--- config.mk ---
export PLATFORM = sky130hd
export DESIGN_NAME = hex_keypad
export DESIGN_NICKNAME = d
export VERILOG_FILES = /design/src/rtl/hex_keypad.sv
export SDC_FILE = /design/constraint.sdc
export NUM_CORES = 1
export LEC_CHECK = 0
export BUFFER_PORTS_ARGS = -buffer_cell sky130_fd_sc_hd__buf_2
export CAP_MARGIN = 20
export CORE_ASPECT_RATIO = 1.5
export CORE_MARGIN = 5
export CORE_UTILIZATION = 56
export CTS_CLUSTER_DIAMETER = 100
export DETAILED_ROUTE_END_ITERATION = 7
export PLACE_DENSITY = 0.8
export SLEW_MARGIN = 20
export SYNTH_ARGS = -nofsm -noshare
export SYNTH_HDL_FRONTEND = slang
export SYNTH_SLANG_ARGS = --single-unit
--- constraint.sdc ---
create_clock -name clk -period 3 [get_ports clk]
set_input_delay 0.6 -clock clk [delete_from_list [all_inputs] [get_ports clk]]
set_output_delay 0.6 -clock clk [all_outputs]
set_load 0.03 [all_outputs]
--- src/rtl/hex_keypad.sv ---
// 4x4 hex keypad scanner: walks an active-low row strobe, debounces presses and
// releases on a slow scan tick, and keeps a three-key history for a hex display.
module hex_keypad #(
    parameter int SCAN_DIV       = 18,
    parameter int DEBOUNCE_SCANS = 4
) (
    input  logic        clk,
    input  logic        rst,
    input  logic [3:0]  cols,
    output logic [3:0]  rows,
    output logic [3:0]  key_code,
    output logic        key_valid,
    output logic        key_down,
    output logic [11:0] digits
);

    localparam logic [1:0] ST_IDLE     = 2'd0;
    localparam logic [1:0] ST_DEBOUNCE = 2'd1;
    localparam logic [1:0] ST_PRESSED  = 2'd2;
    localparam logic [1:0] ST_RELEASE  = 2'd3;

    localparam logic [3:0] LP_DEBOUNCE = 4'(DEBOUNCE_SCANS);
    localparam logic [SCAN_DIV-1:0] LP_PRESCALE_ONE = {{(SCAN_DIV-1){1'b0}}, 1'b1};

    logic [3:0]          r_colsMeta;
    logic [3:0]          r_colsSync;
    logic [SCAN_DIV-1:0] r_prescale;
    logic [1:0]          r_rowIdx;
    logic [1:0]          r_state;
    logic [3:0]          r_cnt;
    logic [1:0]          r_candCol;
    logic [3:0]          r_keyCode;
    logic                r_keyValid;
    logic                r_keyDown;
    logic [11:0]         r_digits;

    logic                w_scanTick;
    logic                w_pressed;
    logic [1:0]          w_col;
    logic [3:0]          w_cntInc;
    logic                w_cntDone;
    logic [3:0]          w_candKey;
    logic [1:0]          w_stateNext;
    logic [3:0]          w_cntNext;
    logic [1:0]          w_candColNext;
    logic                w_rowAdvance;
    logic                w_accept;
    logic                w_release;

    // The column lines are asynchronous; nothing downstream looks at cols directly.
    always_ff @(posedge clk) begin
        if (rst) begin
            r_colsMeta <= 4'b1111;
            r_colsSync <= 4'b1111;
        end else begin
            r_colsMeta <= cols;
            r_colsSync <= r_colsMeta;
        end
    end

    always_ff @(posedge clk) begin
        if (rst) begin
            r_prescale <= '0;
        end else begin
            r_prescale <= r_prescale + LP_PRESCALE_ONE;
        end
    end

    assign w_scanTick = &r_prescale;
    assign w_pressed  = ~&r_colsSync;
    assign w_cntInc   = r_cnt + 4'd1;
    assign w_cntDone  = (w_cntInc == LP_DEBOUNCE);
    assign w_candKey  = {r_rowIdx, r_candCol};

    // Lowest-numbered low column wins when several keys share the strobed row.
    always_comb begin
        w_col = 2'd0;
        if (!r_colsSync[0]) begin
            w_col = 2'd0;
        end else if (!r_colsSync[1]) begin
            w_col = 2'd1;
        end else if (!r_colsSync[2]) begin
            w_col = 2'd2;
        end else if (!r_colsSync[3]) begin
            w_col = 2'd3;
        end
    end

    always_comb begin
        w_stateNext   = r_state;
        w_cntNext     = r_cnt;
        w_candColNext = r_candCol;
        w_rowAdvance  = 1'b0;
        w_accept      = 1'b0;
        w_release     = 1'b0;
        if (w_scanTick) begin
            case (r_state)
                ST_IDLE: begin
                    if (w_pressed) begin
                        w_candColNext = w_col;
                        w_cntNext     = 4'd1;
                        w_stateNext   = ST_DEBOUNCE;
                    end else begin
                        w_rowAdvance  = 1'b1;
                    end
                end
                ST_DEBOUNCE: begin
                    if (w_pressed && (w_col == r_candCol)) begin
                        if (w_cntDone) begin
                            w_accept    = 1'b1;
                            w_cntNext   = 4'd0;
                            w_stateNext = ST_PRESSED;
                        end else begin
                            w_cntNext   = w_cntInc;
                        end
                    end else begin
                        w_cntNext    = 4'd0;
                        w_stateNext  = ST_IDLE;
                        w_rowAdvance = 1'b1;
                    end
                end
                ST_PRESSED: begin
                    if (!w_pressed) begin
                        w_cntNext   = 4'd1;
                        w_stateNext = ST_RELEASE;
                    end
                end
                ST_RELEASE: begin
                    // A bounce back to pressed resumes the held key without re-announcing it.
                    if (w_pressed) begin
                        w_cntNext   = 4'd0;
                        w_stateNext = ST_PRESSED;
                    end else if (w_cntDone) begin
                        w_release    = 1'b1;
                        w_cntNext    = 4'd0;
                        w_stateNext  = ST_IDLE;
                        w_rowAdvance = 1'b1;
                    end else begin
                        w_cntNext    = w_cntInc;
                    end
                end
                default: begin
                    w_cntNext   = 4'd0;
                    w_stateNext = ST_IDLE;
                end
            endcase
        end
    end

    always_ff @(posedge clk) begin
        if (rst) begin
            r_state   <= ST_IDLE;
            r_cnt     <= 4'd0;
            r_candCol <= 2'd0;
            r_rowIdx  <= 2'd0;
        end else begin
            r_state   <= w_stateNext;
            r_cnt     <= w_cntNext;
            r_candCol <= w_candColNext;
            if (w_rowAdvance) begin
                r_rowIdx <= r_rowIdx + 2'd1;
            end
        end
    end

    // Code and history move only on acceptance and hold through release and idle.
    always_ff @(posedge clk) begin
        if (rst) begin
            r_keyCode  <= 4'd0;
            r_keyValid <= 1'b0;
            r_keyDown  <= 1'b0;
            r_digits   <= 12'h000;
        end else begin
            r_keyValid <= w_accept;
            if (w_accept) begin
                r_keyCode <= w_candKey;
                r_digits  <= {r_digits[7:0], w_candKey};
                r_keyDown <= 1'b1;
            end else if (w_release) begin
                r_keyDown <= 1'b0;
            end
        end
    end

    assign rows      = ~(4'b0001 << r_rowIdx);
    assign key_code  = r_keyCode;
    assign key_valid = r_keyValid;
    assign key_down  = r_keyDown;
    assign digits    = r_digits;

endmodule

==> run metrics <==
status finished clean; top cell type's share of synthesized area 41.4%; worst reg2reg setup slack 0.43 ns; met2 wire len ~2200 um; initial antenna violation count 0; Area Overhead vs Synth 6.36%; share of post-route cells with drive strength above 1 20.7%; Final Hold Vio Count 0; Clock Latency Late Sink 0.31 ns; largest net degree at the start of global routing 56; top cell type by total area after synthesis dfxtp_1; Cell Rows 29; Slew HR 29.7%; max_cap viols 0; Worst Setup Start Kind flip-flop; CP Class flip-flop to flip-flop; sequential fraction of the synthesis area 41.4%; CP Cell Sequence ha_1 -> and3_1 -> and4_4 -> nand3_4 -> a2111oi_4 -> mux2i_1; Crit Path Max Fanout 12; clock tree buffer depth 2; Slowest cell on crit path a2111oi_4; final wirelength 4180 um; DR top layer met4; post-synthesis area per instance 9.52 um^2; Yosys reg bits 50; fin. max-slew vios 0; # nets final 283; IO buf count 27; GRT Overall Usage 15.0%; met3 wire len 166 um; die footprint 5760 um^2; post-DP HPWL 3030 um; GPL Wtd Cong 0.829; Cell Pwr Density between 400 and 500 nW/um^2; Tcrit/Tclk final 85.6%; postcts setup bufs 0; Post-synth EDFFs 0; die width 63.7 um; DRT iter0 DRCs 50; number of global-route vias before repair between 1,500 and 2,000; CTS root buf clkbuf_8; drt first pass iters 4; H-tree levels 2; vias per cell 5.60; DRC Markers 0; vias 1,776; Gate Count Post-Synth about 250; Synth Flop Type dfxtp_1; CTS clk-pin slew, worst paths 0.09 ns; Avg WL per Cell 13.2 um; Min-Delay Path Class flip-flop to flip-flop; ANT nets after route 0; Num CTS Buffers 5; grt total ovfl 0; worst vdd ir 0.529 mV; FMAX 390 MHz; hold slack 0.415 ns; Worst Clk Skew 0.00674 ns; FFs w/ async S/R, synth 0%; post-route minimum period 2.57 ns; # diodes 0; CP Buf/Inv Count 0; Setup-failing EPs final 0; final setup margin 0.433 ns; CP Data Required Time ~3.2 ns; max incr delay on CP approximately 0.96 ns; worst slew pin tran 1.05 ns; first-pass GRT wire length 7160 um; core footprint 4210 um^2; Yosys cell types 54; unrepaired setup endpoints after global routing no; syn_nets 267; Syn Std Cell Area 2420 um^2; Pleak 0.989 nW; WP data arrival 2.81 ns; pre-CTS setup slack between 0.4 and 0.5 ns; Synth Warn # 0; synth top area cells dfxtp_1, mux2i_1, nand2b_1; CTS Hold Buffers Added 0; die height 90.5 um; met1 WL 1690 um; Critical Path End Type flip-flop; Setup TNS Final 0 ns; TritonCTS clock tree yes; post-CTS resize count 0; initial core utilization 57.5%; Top Family by Delay on Critical Path compound AO/OA/AOI/OAI gates; # IOs 28; CTS sink count 50
cells by family (layout without fill, tap and decap cells):
| family | count (synthesis) | in the layout | share of synthesized area, % |
|---|---|---|---|
| AOI/OAI and AO/OA | 34 | 34 | 10.6 |
| xor gates and xnor gates | 15 | 15 | 5.43 |
| adders and majority gates | 7 | 7 | 3.62 |
| buffers and inverters | 31 | 48 | 7.86 |
| DFF | 50 | 50 | 41.4 |
| muxes | 15 | 15 | 6.21 |
| and+or+nand+nor | 102 | 102 | 24.9 |
per-layer routing:
layer  up-vias  global-route usage [%]
li1        900                       -
met1       838                    16.1
met2        27                    26.7
met3        11                    3.11
met4         0                    8.15
met5         -                       0
synthesized netlist by cell type, drive strengths merged (3+ instances only):
| cell type | count |
|---|---|
| a211oi | 3 |
| a21oi | 9 |
| and3 | 5 |
| and4 | 4 |
| buf | 12 |
| clkbuf | 7 |
| dfxtp | 50 |
| ha | 7 |
| inv | 12 |
| mux2i | 15 |
| nand2 | 7 |
| nand2b | 16 |
| nand3 | 18 |
| nand4 | 4 |
| nor2 | 20 |
| o211ai | 3 |
| o21ai | 7 |
| or2 | 10 |
| or2b | 3 |
| or3 | 3 |
| xnor2 | 6 |
| xor2 | 9 |
cell usage in the layout, fill, tap and decap left out, types with 2 or more instances in the layout:
cell type / netlist / routed
a211oi_1: 3 / 3
a21oi_1: 8 / 8
a311oi_1: 2 / 2
and3_1: 4 / 4
and4_1: 2 / 2
and4b_1: 2 / 2
buf_2: 2 / 27
clkbuf_8: 1 / 6
dfxtp_1: 50 / 50
ha_1: 7 / 7
inv_1: 12 / 12
mux2i_1: 15 / 15
nand2_1: 7 / 7
nand2b_1: 16 / 16
nand3_1: 17 / 17
nand4_1: 3 / 3
nor2_1: 20 / 20
nor2b_1: 2 / 2
nor3_1: 2 / 2
nor3b_1: 2 / 2
o211ai_1: 3 / 3
o21ai_0: 6 / 6
or2_2: 10 / 10
or2b_1: 3 / 3
or3_1: 3 / 3
xnor2_1: 6 / 6
xor2_1: 9 / 9
power breakdown:
group	total, mW	switching [mW]	internal, mW
logic	0.0362	0.0196	0.0166
clock network	0.417	0.227	0.190
registers	0.678	0.00667	0.672
worst reg2reg max path, stage by stage (launching register included):
cell and delay, ns:
dfxtp_1 0.38, ha_1 0.19, and3_1 0.25, and4_4 0.33, nand3_4 0.11, a2111oi_4 0.97, mux2i_1 0.28
final timing paths:
path	from	end	cells after the start
setup / recovery	r_prescale[0]	digits[3]	6
hold reg to reg	r_colsMeta[3]	r_colsSync[3]	1
setup reg to reg	r_prescale[0]	digits[3]	6
hold / removal	r_colsMeta[3]	r_colsSync[3]	1
sequential cells by signal (all words and copies together), names as in the netlist:
name	cells
key_code	3
key_valid	1
key_down	1
r_candCol	2
digits	9
r_colsMeta	4
r_cnt	4
r_state	2
r_prescale	18
r_rowIdx	2
r_colsSync	4
per-stage QoR:
stage                     instance area, um^2  instances  util (%)  power (mW)
after floorplan                          2420        254         -       0.724
after global placement                   2470        309      58.8       0.729
after detailed placement                 2470        309      58.8       0.730
after CTS                                2570        317      61.1        1.14
after global routing                     2570        317      61.1        1.17
final                                    2570        317      61.1        1.13
final cells by class:
class / instances / area [um^2]
fill: 377 / 1640
multi-input combinational: 173 / 1230
sequential: 50 / 1000
timing repair buffer: 28 / 143
clock buffer: 6 / 82.6
tap: 46 / 57.6
inverter: 12 / 45.0
clock inverter: 2 / 16.3
(Power assumes the default switching activity.)
